`src/rtl/serial_add_arbiter_if.sv`:
```
`default_nettype none
// ============================================================================
// serial_add_arbiter_if : two-requester add request/result bundle
// Revision: 1.0
// ============================================================================
interface serial_add_arbiter_if #(
  parameter int WIDTH = 8
);
  logic             req0;
  logic [WIDTH-1:0] a0;
  logic [WIDTH-1:0] b0;
  logic             cin0;
  logic             req1;
  logic [WIDTH-1:0] a1;
  logic [WIDTH-1:0] b1;
  logic             cin1;
  logic             gnt0;
  logic             gnt1;
  logic             busy;
  logic             done;
  logic             done_id;
  logic [WIDTH-1:0] sum;
  logic             cout;

  modport master (
    output req0, a0, b0, cin0, req1, a1, b1, cin1,
    input  gnt0, gnt1, busy, done, done_id, sum, cout
  );

  modport slave (
    input  req0, a0, b0, cin0, req1, a1, b1, cin1,
    output gnt0, gnt1, busy, done, done_id, sum, cout
  );
endinterface
`default_nettype wire

```
`src/rtl/serial_add_arbiter.sv`:
```
`default_nettype none
// ============================================================================
// serial_add_arbiter : round-robin shared 2-bit adder slice, digit-serial
// Revision: 1.0
// ============================================================================
module serial_add_arbiter #(
  parameter int WIDTH = 8
) (
  input  wire logic           clk,
  input  wire logic           rst_n,
  serial_add_arbiter_if.slave bus
);
  localparam int c_digits = WIDTH / 2;
  localparam int c_idx_w  = (c_digits > 1) ? $clog2(c_digits) : 1;
  localparam logic [c_idx_w-1:0] c_last_idx = c_idx_w'(c_digits - 1);
  localparam logic [0:0] c_st_idle = 1'b0;
  localparam logic [0:0] c_st_add  = 1'b1;

  logic [0:0]         r_state;
  logic [c_idx_w-1:0] r_idx;
  logic               r_carry;
  logic               r_last;
  logic [WIDTH-1:0]   r_a;
  logic [WIDTH-1:0]   r_b;
  logic               r_gnt0;
  logic               r_gnt1;
  logic               r_done;
  logic               r_done_id;
  logic [WIDTH-1:0]   r_sum;
  logic               r_cout;

  logic               w_any_req;
  logic               w_win;
  logic [c_idx_w:0]   w_bit_pos;
  logic [2:0]         w_slice;

  assign w_any_req = bus.req0 | bus.req1;
  // Requester 1 wins when alone, or on a tie when requester 0 was served last.
  assign w_win     = bus.req1 & (~bus.req0 | ~r_last);
  assign w_bit_pos = {r_idx, 1'b0};
  assign w_slice   = {1'b0, r_a[w_bit_pos +: 2]} + {1'b0, r_b[w_bit_pos +: 2]} + {2'b00, r_carry};

  always_ff @(posedge clk) begin
    if (!rst_n) begin
      r_state   <= c_st_idle;
      r_idx     <= '0;
      r_carry   <= 1'b0;
      r_last    <= 1'b1;
      r_a       <= '0;
      r_b       <= '0;
      r_gnt0    <= 1'b0;
      r_gnt1    <= 1'b0;
      r_done    <= 1'b0;
      r_done_id <= 1'b0;
      r_sum     <= '0;
      r_cout    <= 1'b0;
    end else begin
      r_gnt0 <= 1'b0;
      r_gnt1 <= 1'b0;
      r_done <= 1'b0;
      if (r_state == c_st_idle) begin
        if (w_any_req) begin
          r_a     <= w_win ? bus.a1 : bus.a0;
          r_b     <= w_win ? bus.b1 : bus.b0;
          r_carry <= w_win ? bus.cin1 : bus.cin0;
          r_idx   <= '0;
          r_last  <= w_win;
          r_gnt0  <= ~w_win;
          r_gnt1  <= w_win;
          r_state <= c_st_add;
        end
      end else begin
        r_sum[w_bit_pos +: 2] <= w_slice[1:0];
        r_carry <= w_slice[2];
        r_idx   <= r_idx + 1'b1;
        if (r_idx == c_last_idx) begin
          r_state   <= c_st_idle;
          r_cout    <= w_slice[2];
          r_done    <= 1'b1;
          r_done_id <= r_last;
        end
      end
    end
  end

  assign bus.gnt0    = r_gnt0;
  assign bus.gnt1    = r_gnt1;
  assign bus.busy    = (r_state == c_st_add);
  assign bus.done    = r_done;
  assign bus.done_id = r_done_id;
  assign bus.sum     = r_sum;
  assign bus.cout    = r_cout;
endmodule
`default_nettype wire

```
`src/flat_wrapper.sv`:
```
// flat-port wrapper written by rule: the top's interface ports become plain ports
module serial_add_arbiter_flat 
#(
  parameter int WIDTH = 8
)
  (clk, rst_n, bus_req0, bus_a0, bus_b0, bus_cin0, bus_req1, bus_a1, bus_b1, bus_cin1, bus_gnt0, bus_gnt1, bus_busy, bus_done, bus_done_id, bus_sum, bus_cout);
  serial_add_arbiter_if #(.WIDTH(WIDTH)) bus_i ();
  input  wire logic clk;
  input  wire logic rst_n;
  input wire logic [$bits(bus_i.req0)-1:0] bus_req0;
  input wire logic [$bits(bus_i.a0)-1:0] bus_a0;
  input wire logic [$bits(bus_i.b0)-1:0] bus_b0;
  input wire logic [$bits(bus_i.cin0)-1:0] bus_cin0;
  input wire logic [$bits(bus_i.req1)-1:0] bus_req1;
  input wire logic [$bits(bus_i.a1)-1:0] bus_a1;
  input wire logic [$bits(bus_i.b1)-1:0] bus_b1;
  input wire logic [$bits(bus_i.cin1)-1:0] bus_cin1;
  output wire logic [$bits(bus_i.gnt0)-1:0] bus_gnt0;
  output wire logic [$bits(bus_i.gnt1)-1:0] bus_gnt1;
  output wire logic [$bits(bus_i.busy)-1:0] bus_busy;
  output wire logic [$bits(bus_i.done)-1:0] bus_done;
  output wire logic [$bits(bus_i.done_id)-1:0] bus_done_id;
  output wire logic [$bits(bus_i.sum)-1:0] bus_sum;
  output wire logic [$bits(bus_i.cout)-1:0] bus_cout;
  assign bus_i.req0 = bus_req0;
  assign bus_i.a0 = bus_a0;
  assign bus_i.b0 = bus_b0;
  assign bus_i.cin0 = bus_cin0;
  assign bus_i.req1 = bus_req1;
  assign bus_i.a1 = bus_a1;
  assign bus_i.b1 = bus_b1;
  assign bus_i.cin1 = bus_cin1;
  assign bus_gnt0 = bus_i.gnt0;
  assign bus_gnt1 = bus_i.gnt1;
  assign bus_busy = bus_i.busy;
  assign bus_done = bus_i.done;
  assign bus_done_id = bus_i.done_id;
  assign bus_sum = bus_i.sum;
  assign bus_cout = bus_i.cout;
  serial_add_arbiter #(.WIDTH(WIDTH)) u_core (.clk(clk), .rst_n(rst_n), .bus(bus_i));
endmodule
```
`config.mk`:
```
export PLATFORM = sky130hd
export DESIGN_NAME = serial_add_arbiter_flat
export DESIGN_NICKNAME = d
export VERILOG_FILES = /design/src/rtl/serial_add_arbiter_if.sv /design/src/rtl/serial_add_arbiter.sv /design/src/flat_wrapper.sv
export SDC_FILE = /design/constraint.sdc
export NUM_CORES = 1
export LEC_CHECK = 0
export CAP_MARGIN = 25
export CORE_ASPECT_RATIO = 1.5
export CORE_UTILIZATION = 45
export DETAILED_ROUTE_END_ITERATION = 16
export PLACE_DENSITY_LB_ADDON = 0.05
export SKIP_CTS_REPAIR_TIMING = 1
export SLEW_MARGIN = 20
export SYNTH_ARGS = -nofsm -noshare
export SYNTH_HDL_FRONTEND = slang
export SYNTH_SLANG_ARGS = --single-unit
```
`constraint.sdc`:
```
create_clock -name clk -period 5.3 [get_ports clk]
set_input_delay 0.795 -clock clk [delete_from_list [all_inputs] [get_ports clk]]
set_output_delay 0.795 -clock clk [all_outputs]
set_load 0.01 [all_outputs]
```
Word-level counts from Yosys, hierarchy flattened
Index checks and enable logic that the tools add are counted.

Input bits: 38. Bits in registers: 34. Output and inout bits: 14.

Mux-type cells: 12. Shift-type cells: 4. Bitwise gates (word level): 9. $add $sub $neg: 4. Equal/unequal tests: 1. Reductions and logical operators: 5.

Operators by type and width (count): 2-to-1 mux 8 bit (2); indexed part select 8 x 4 -> 2 bit (2); bitwise mux 8 bit (1); variable shift 2 x 5 -> 8 bit, first input constant (1); indexed part select 2 x 5 -> 8 bit (1); 2-to-1 mux 1 bit (7); NOT 1 bit (6); AND reduction 2 bit (3); negation 3 -> 5 bit (1); 2-to-1 mux 2 bit (2); adder 2 x 2 -> 3 bit (1); adder 3 x 1 -> 3 bit (1); OR reduction 3 bit (1); adder 2 x 1 -> 2 bit, second input constant (1); == test 2 bit, second input constant (1); bitwise OR 1 bit (2); nonzero test 2 bit (1); bitwise AND 1 bit (1).

Longest topological paths before layout
Gate-level depths: netlist of the first run.

Depth in word-level cells: 6. Mapped depth: 7. Mapped depth without buffers: 6.

Least setup slack after synthesis of the first run
Ideal clock, no wire load.

Kind: register to register. From: register u_core.r_idx[0]. To: register u_core.r_sum[5], in the netlist u_core.bus.sum[5]. Arrival time: 2.359 ns. Cell stages (with the launch flop): 8. Data required time: 5.224 ns. Period minus slack after synthesis: 2.434 ns. Slack: 2.866 ns. Buffers on the path: 1. Cells stage by stage: dfxtp_1 > buf_4 > mux4_2 > fa_1 > fa_1 > nor2b_1 > nand4_1 > a21boi_0.

Longest elaborated chain between the ends: 5. Elaborated cells on any way between the ends: 8. Classes of those cells: add/sub: 3; shift: 4; mux: 1.

Ends and longest elaborated chain: start: declaration (RTL line serial_add_arbiter.sv:20) `logic [c_idx_w-1:0] r_idx;`; start signal: assignment (RTL line serial_add_arbiter.sv:75) `r_idx <= r_idx + 1'b1;`; indexed part select 8 x 4 -> 2 bit (RTL line serial_add_arbiter.sv:41) `assign w_slice = {1'b0, r_a[w_bit_pos +: 2]} + {1'b0, r_b[w_bit_pos +: 2]} + {2'b00, r_carry};`; adder 2 x 2 -> 3 bit (RTL line serial_add_arbiter.sv:41); adder 3 x 1 -> 3 bit (RTL line serial_add_arbiter.sv:41); indexed part select 2 x 5 -> 8 bit (RTL line serial_add_arbiter.sv:73) `r_sum[w_bit_pos +: 2] <= w_slice[1:0];`; bitwise mux 8 bit (*) (RTL line serial_add_arbiter.sv:73); end signal: indexed assignment (RTL line serial_add_arbiter.sv:73); end: declaration (RTL line serial_add_arbiter.sv:29) `logic [WIDTH-1:0] r_sum;`.

Mark *: on every way between the ends. The rest lies on a longest branch, timed or not. A chain may end at the register's enable or synchronous reset.

Worst setup path in the final report of the first run
Same ends and word-level chain as after synthesis.

==> flow_metrics.env, run 1 <==
export IMPL_synth_area_top_cells="sky130_fd_sc_hd__dfxtp_1 40%, sky130_fd_sc_hd__nand2_1 11%, sky130_fd_sc_hd__a31oi_1 6.3%"
export IMPL_grt_max_degree=36
export IMPL_adder_cell_share_of_the_synthesized_area_pct=6.835
export IMPL_numPortBuffers=51
export IMPL_clock_latency_ns=0.30
export IMPL_worst_path_max_delay_cell="sky130_fd_sc_hd__dfxtp_1"
export IMPL_timing_hold_violations_final=0
export IMPL_number_of_clock_buffers_inserted_by_tritoncts=5
export IMPL_critical_path_n_buffers_inverters=0
export IMPL_drt_pass1_iterations=4
export IMPL_drt_total_wl_um=3777
export IMPL_worstSetupStartpointType="register"
export IMPL_end_kind="register"
export IMPL_h_tree_depth=2
export IMPL_worst_path_most_repeated_cell="sky130_fd_sc_hd__fa_1"
export IMPL_timing_final_ws_setup_ns=2.498
export IMPL_max_slew_headroom_at_the_worst_pin_pct=36.30
export IMPL_ys_flop_type="sky130_fd_sc_hd__dfxtp_1"
export IMPL_antenna_found_initial=0
export IMPL_final_seq_area_sq_um=680.7
export IMPL_cts_tree="built"
export IMPL_route_detailed_vias_per_inst=5.370
export IMPL_edff_count_synth=0
export IMPL_top_level_ports=52
export IMPL_crit_path_max_fanout=13
export IMPL_synth_largest_type_area_fraction_pct=40.42
export IMPL_drt_drc_violations_left=0
export IMPL_pwr_share_clk_pct=36.6
export IMPL_final_period_minus_worst_setup_slack_ns=2.802
export IMPL_p_comb_share_pct=17.5
export IMPL_worstHoldPathType="reg -> reg"
export IMPL_gr_usage_all_layers_pct=21.04
export IMPL_seq_power_share_pct=46.0
export IMPL_route_vias_total=1482
export IMPL_synth_top_cells_by_count="50 x sky130_fd_sc_hd__nand2_1, 34 x sky130_fd_sc_hd__dfxtp_1, 17 x sky130_fd_sc_hd__a31oi_1"
export IMPL_post_route_cell_area_sq_um=2258
export IMPL_slowest_stage_delay_on_critical_path_ns=0.64
export IMPL_die_area_sq_um=3996
export IMPL_synth_top_family_by_area="simple AND/OR/NAND/NOR gates"
export IMPL_drt_first_iter_violations=30
export IMPL_synth_most_common_cell="sky130_fd_sc_hd__nand2_1"
export IMPL_crit_chain="mux4_2 > fa_1 > fa_1 > nor2b_1 > nand4_1 > a21boi_0"
export IMPL_vdd_ir_drop_worst_v=0.0002207
export IMPL_number_of_standard_cells_after_synthesis=189
export IMPL_gp_congestion=0.7902
export IMPL_ant_nets=0
export IMPL_internal_power_w=0.0004630
export IMPL_max_clock_freq_mhz=356.9
export IMPL_p_leak_nw=0.8460
export IMPL_muxShareOfSynthArea_pct=5.944
export IMPL_critical_path_top_delay_family="adder cells"
export IMPL_synth_area_leader_cell="sky130_fd_sc_hd__dfxtp_1"
export IMPL_final_max_slew_violation_count=0
export IMPL_final_net_count=279
export IMPL_place_hpwl_um=2724
export IMPL_power_density_nw_per_um2=275.2
export IMPL_timing_worst_setup_path_type="reg -> reg"
export IMPL_max_clock_path_buffers=2
export IMPL_worst_slew_pin_transition_ns=0.9526
export IMPL_grt_first_pass_wirelength_um=6147
export IMPL_placed_cell_area_sq_um=2148
export IMPL_swShare_pct=25.52
export IMPL_syn_nets=235
export IMPL_total_power_w=0.0006216
export IMPL_worst_endpoint_required_ns=5.53
export IMPL_grt_setup_unrepaired="no"
export IMPL_final_cells=276
export IMPL_ys_warn_count=0
export IMPL_fin_crit_sh_pct=52.86
export IMPL_core_area_sq_um=3481
export IMPL_wl_per_cell_um=13.68
export IMPL_synth_simple_gate_area_share_pct=21.03
export IMPL_yosysUniqueCellTypes=33
export IMPL_final_setup_viol_count=0
export IMPL_worst_setup_hold_path_clk_slew_ns=0.07
export IMPL_compound_gate_fraction_of_synth_area_pct=19.47
export IMPL_run_status="finished clean"
export IMPL_numClockSinks=34
export IMPL_nFillCells=306
export IMPL_multiInputGateArea_sq_um=897.1
export IMPL_dp_cells=268
export IMPL_arrival_ns=3.03
export IMPL_die_height_um=76.93
export IMPL_ys_seq_area_share_pct=40.42
export IMPL_clock_skew_ns=0.004972
export IMPL_grt_ovf=0
export IMPL_async_flop_share_pct=0
export IMPL_number_of_global_route_vias_before_repair=1428
export IMPL_effective_utilization_at_floorplan_pct=48.38
export IMPL_synth_xor_area_share_pct=0
export IMPL_floorplan_die_width_um=51.95
export IMPL_synthesized_area_sq_um=1684
export IMPL_flip_flop_and_latch_count_after_synthesis=34
export IMPL_maxCapViolCount=0
export IMPL_post_route_cells_drive_above_1_share_pct=6.838
export IMPL_total_switching_power_w=0.0001586
export IMPL_clock_tree_root_cell="sky130_fd_sc_hd__clkbuf_8"
export IMPL_areaGrowthSynthToFinish_pct=34.10
export IMPL_antenna_cells_inserted=0
export IMPL_num_rows=26
export IMPL_postSynthAreaPerCell_sq_um=8.911
export IMPL_timing_setup_tns_ns=0
export IMPL_placement_setup_worst_slack_ns=2.496
## layout make-up
type	instances	area share, %
Inverter	2	0.3324
Clock buffer	8	4.875
Multi-Input combinational cell	139	39.72
Timing Repair Buffer	51	22.60
Sequential cell	34	30.14
Tap cell	42	2.327
## tightest hold or removal path: stages (launching register included)
cell and delay (ns):
sky130_fd_sc_hd__dfxtp_1 0.31, sky130_fd_sc_hd__nand2_1 0.05, sky130_fd_sc_hd__a21boi_0 0.06
## metrics by stage
step,utilization [%],hold WS (ns)
final,64.88,0.4740
after global routing,64.88,0.4997
after CTS,64.88,0.4770
after detailed placement,61.72,0.4675
after global placement,61.72,0.4570
after floorplan,-,0.4852
## state kept, by name (all words and copies together), names as in the netlist
name,count
u_core.bus.busy,1
u_core.r_carry,1
u_core.bus.gnt1,1
u_core.bus.done,1
u_core.bus.done_id,1
u_core.bus.sum,8
u_core.r_last,1
u_core.bus.cout,1
u_core.r_idx,2
u_core.r_a,8
u_core.bus.gnt0,1
u_core.r_b,8
## placed cells by master, fill, tap and decap left out, drive strengths merged, types with 3 or more instances in the layout
cell type,n
a21boi,9
a31oi,17
and2,3
clkbuf,8
clkdlybuf4s50,51
dfxtp,34
ha,6
mux4,4
nand2,50
nand3,5
nand4,6
nor2b,5
o21ai,16
## kinds of logic after synthesis
logic type	after synthesis
flops	34
compound gates	49
simple gates	77
fa+ha+maj	8
buf+inv	16
mux	5
## worst paths after layout
path	cells past startpoint	slack, ns	start	end
worst max-delay path	6	2.50	u_core.r_idx[0]$_SDFFE_PN0P_	u_core.bus.sum[5]$_SDFFE_PN0P_
worst min-delay path	2	0.47	u_core.bus.sum[1]$_SDFFE_PN0P_	u_core.bus.sum[1]$_SDFFE_PN0P_
worst max register to register	6	2.50	u_core.r_idx[0]$_SDFFE_PN0P_	u_core.bus.sum[5]$_SDFFE_PN0P_
worst min register to register	2	0.47	u_core.bus.sum[1]$_SDFFE_PN0P_	u_core.bus.sum[1]$_SDFFE_PN0P_
## power groups by stage
stage          sequential, W  combinational (W)  clock, W
6_report            0.000286           0.000108  0.000227
5_1_grt             0.000288           0.000121  0.000243
4_1_cts             0.000286           0.000109  0.000229
3_5_place_dp        0.000292           0.000108         0
3_3_place_gp        0.000292           0.000105         0
2_1_floorplan       0.000286          0.0000721         0
## layer usage
| metal | GRT usage (%) | up-vias | part of all wire (%) | routed length (um) |
|---|---|---|---|---|
| met4 | 10.81 | 0 | 2.2 | 83 |
| met2 | 37.18 | 33 | 54 | 2032 |
| li1 | - | 758 | - | - |
| met3 | 5.556 | 7 | 3.6 | 137 |
| met5 | 0 | - | 0 | 0 |
| met1 | 21.52 | 684 | 40 | 1523 |
No activity file was read; power rests on OpenSTA's default activity.
==> run 2, diff against run 1 <==
--- a/config.mk
+++ b/config.mk
@@ -7,7 +7,7 @@
 export LEC_CHECK = 0
 export CAP_MARGIN = 25
 export CORE_ASPECT_RATIO = 1.5
-export CORE_UTILIZATION = 45
+export CORE_UTILIZATION = 42
 export DETAILED_ROUTE_END_ITERATION = 16
 export PLACE_DENSITY_LB_ADDON = 0.05
 export SKIP_CTS_REPAIR_TIMING = 1
==> constraint.sdc (replaced) <==
create_clock -name clk -period 2.5 [get_ports clk]
set_input_delay 0.375 -clock clk [delete_from_list [all_inputs] [get_ports clk]]
set_output_delay 0.375 -clock clk [all_outputs]
set_load 0.01 [all_outputs]
==> flow_metrics.env, run 2 (synthesis gave the netlist of run 1 again) <==
export IMPL_number_of_clock_buffers_inserted_by_tritoncts=5
export IMPL_final_max_slew_violation_count=0
export IMPL_timing_final_ws_setup_ns=0.03893
export IMPL_post_route_cell_area_sq_um=2293
export IMPL_timing_worst_setup_path_type="reg -> reg"
export IMPL_dp_cells=274
export IMPL_max_clock_freq_mhz=406.3
export IMPL_wl_per_cell_um=13.04
export IMPL_top_level_ports=52
export IMPL_antenna_found_initial=0
export IMPL_max_slew_headroom_at_the_worst_pin_pct=50.47
export IMPL_slowest_stage_delay_on_critical_path_ns=0.62
export IMPL_max_clock_path_buffers=2
export IMPL_core_area_sq_um=3750
export IMPL_clock_tree_root_cell="sky130_fd_sc_hd__clkbuf_8"
export IMPL_most_common_layout_cells="51 x sky130_fd_sc_hd__clkdlybuf4s50_1, 50 x sky130_fd_sc_hd__nand2_1, 32 x sky130_fd_sc_hd__dfxtp_1"
export IMPL_effective_utilization_at_floorplan_pct=44.91
export IMPL_gr_usage_all_layers_pct=18.83
export IMPL_final_seq_area_sq_um=683.2
export IMPL_grt_util_met3_pct=5.714
export IMPL_drt_pass1_iterations=4
export IMPL_end_kind="register"
export IMPL_global_route_usage_met2_pct=34.20
export IMPL_grt_first_pass_wirelength_um=5878
export IMPL_timing_hold_violations_final=0
export IMPL_grt_busiest_layer="met2"
export IMPL_gp_congestion=0.8104
export IMPL_place_hpwl_um=2775
export IMPL_cts_tree="built"
export IMPL_ant_nets=0
export IMPL_p_leak_nw=0.8713
export IMPL_placement_setup_worst_slack_ns=0.09066
export IMPL_die_area_sq_um=4272
export IMPL_crit_chain="mux4_2 > fa_2 > fa_1 > nor2b_4 > nand4_1 > a21boi_0"
export IMPL_nFillCells=323
export IMPL_floorplan_die_width_um=53.70
export IMPL_route_detailed_vias_per_inst=5.333
export IMPL_final_period_minus_worst_setup_slack_ns=2.461
export IMPL_worstHoldPathType="reg -> reg"
export IMPL_number_of_global_route_vias_before_repair=1407
export IMPL_worst_path_max_delay_cell="sky130_fd_sc_hd__fa_1"
export IMPL_worstSetupStartpointType="register"
export IMPL_vdd_ir_drop_worst_v=0.0004044
export IMPL_drt_total_wl_um=3677
export IMPL_post_route_cells_drive_above_1_share_pct=10.04
export IMPL_antenna_cells_inserted=0
export IMPL_power_density_nw_per_um2=539.6
export IMPL_worst_setup_hold_path_clk_slew_ns=0.07
export IMPL_numClockSinks=34
export IMPL_total_power_w=0.001238
export IMPL_multiInputGateArea_sq_um=907.1
export IMPL_worst_endpoint_required_ns=2.70
export IMPL_arrival_ns=2.66
export IMPL_die_height_um=79.56
export IMPL_use_met1_pct=19.00
export IMPL_grt_ovf=0
export IMPL_final_cells=282
export IMPL_final_net_count=285
export IMPL_crit_path_max_fanout=3
export IMPL_drt_first_iter_violations=35
export IMPL_most_common_cell_after_layout_fill_and_taps_aside="sky130_fd_sc_hd__clkdlybuf4s50_1"
export IMPL_final_setup_viol_count=0
export IMPL_fin_crit_sh_pct=98.44
export IMPL_areaGrowthSynthToFinish_pct=36.18
export IMPL_clock_skew_ns=0.005036
export IMPL_grt_max_degree=35
export IMPL_clock_latency_ns=0.28
export IMPL_route_vias_total=1504
export IMPL_num_rows=27
export IMPL_run_status="finished clean"
export IMPL_placed_cell_area_sq_um=2187
export IMPL_numPortBuffers=51
export IMPL_h_tree_depth=2
export IMPL_worst_slew_pin_transition_ns=0.7406
export IMPL_drt_drc_violations_left=0
export IMPL_maxCapViolCount=0
==> run 2: final timing paths <==
path | start | end | slack [ns] | cells past startpoint
worst min-delay path | u_core.bus.sum[4]$_SDFFE_PN0P_ | u_core.bus.sum[4]$_SDFFE_PN0P_ | 0.46 | 2
worst min register to register | u_core.bus.sum[4]$_SDFFE_PN0P_ | u_core.bus.sum[4]$_SDFFE_PN0P_ | 0.46 | 2
worst max register to register | u_core.r_idx[0]$_SDFFE_PN0P_ | u_core.bus.sum[5]$_SDFFE_PN0P_ | 0.04 | 6
worst max-delay path | u_core.r_idx[0]$_SDFFE_PN0P_ | u_core.bus.sum[5]$_SDFFE_PN0P_ | 0.04 | 6
==> run 2: layout make-up <==
cell class	instances	area share [%]
clock inverters	2	0.4364
clock buffers	5	3.001
multi-input cells	139	39.55
well taps	43	2.346
flip-flops and latches	34	29.79
inverters	2	0.3273
repair buffers	57	24.55
==> run 2: where the power goes <==
group	internal, W	switching, W
registers	0.000576	0.0000189
clock network	0.000187	0.000190
logic	0.000147	0.000119
total	0.000910	0.000327
==> run 2: per-stage QoR <==
step | TNS, ns | utilization [%] | hold WS [ns]
detailed placement | 0 | 58.33 | 0.4581
global placement | 0 | 58.33 | 0.4564
global route | -0.01276 | 61.16 | 0.5014
finish | 0 | 61.16 | 0.4647
CTS | 0 | 60.43 | 0.4651
floorplan | 0 | - | 0.4852
==> run 2: worst max-delay path: cells and delay by family (launching register included) <==
kind | cells | cell delay (ns)
and+or+nand+nor | 2 | 0.29
muxes | 1 | 0.52
DFF | 1 | 0.35
adders and majority gates | 2 | 1.00
AOI/OAI and AO/OA | 1 | 0.21
==> run 2: layer usage <==
layer / wire length (um) / vias to the layer above
met5: 0 / -
met4: 46 / 0
met3: 142 / 6
met2: 1944 / 37
met1: 1543 / 692
li1: - / 769
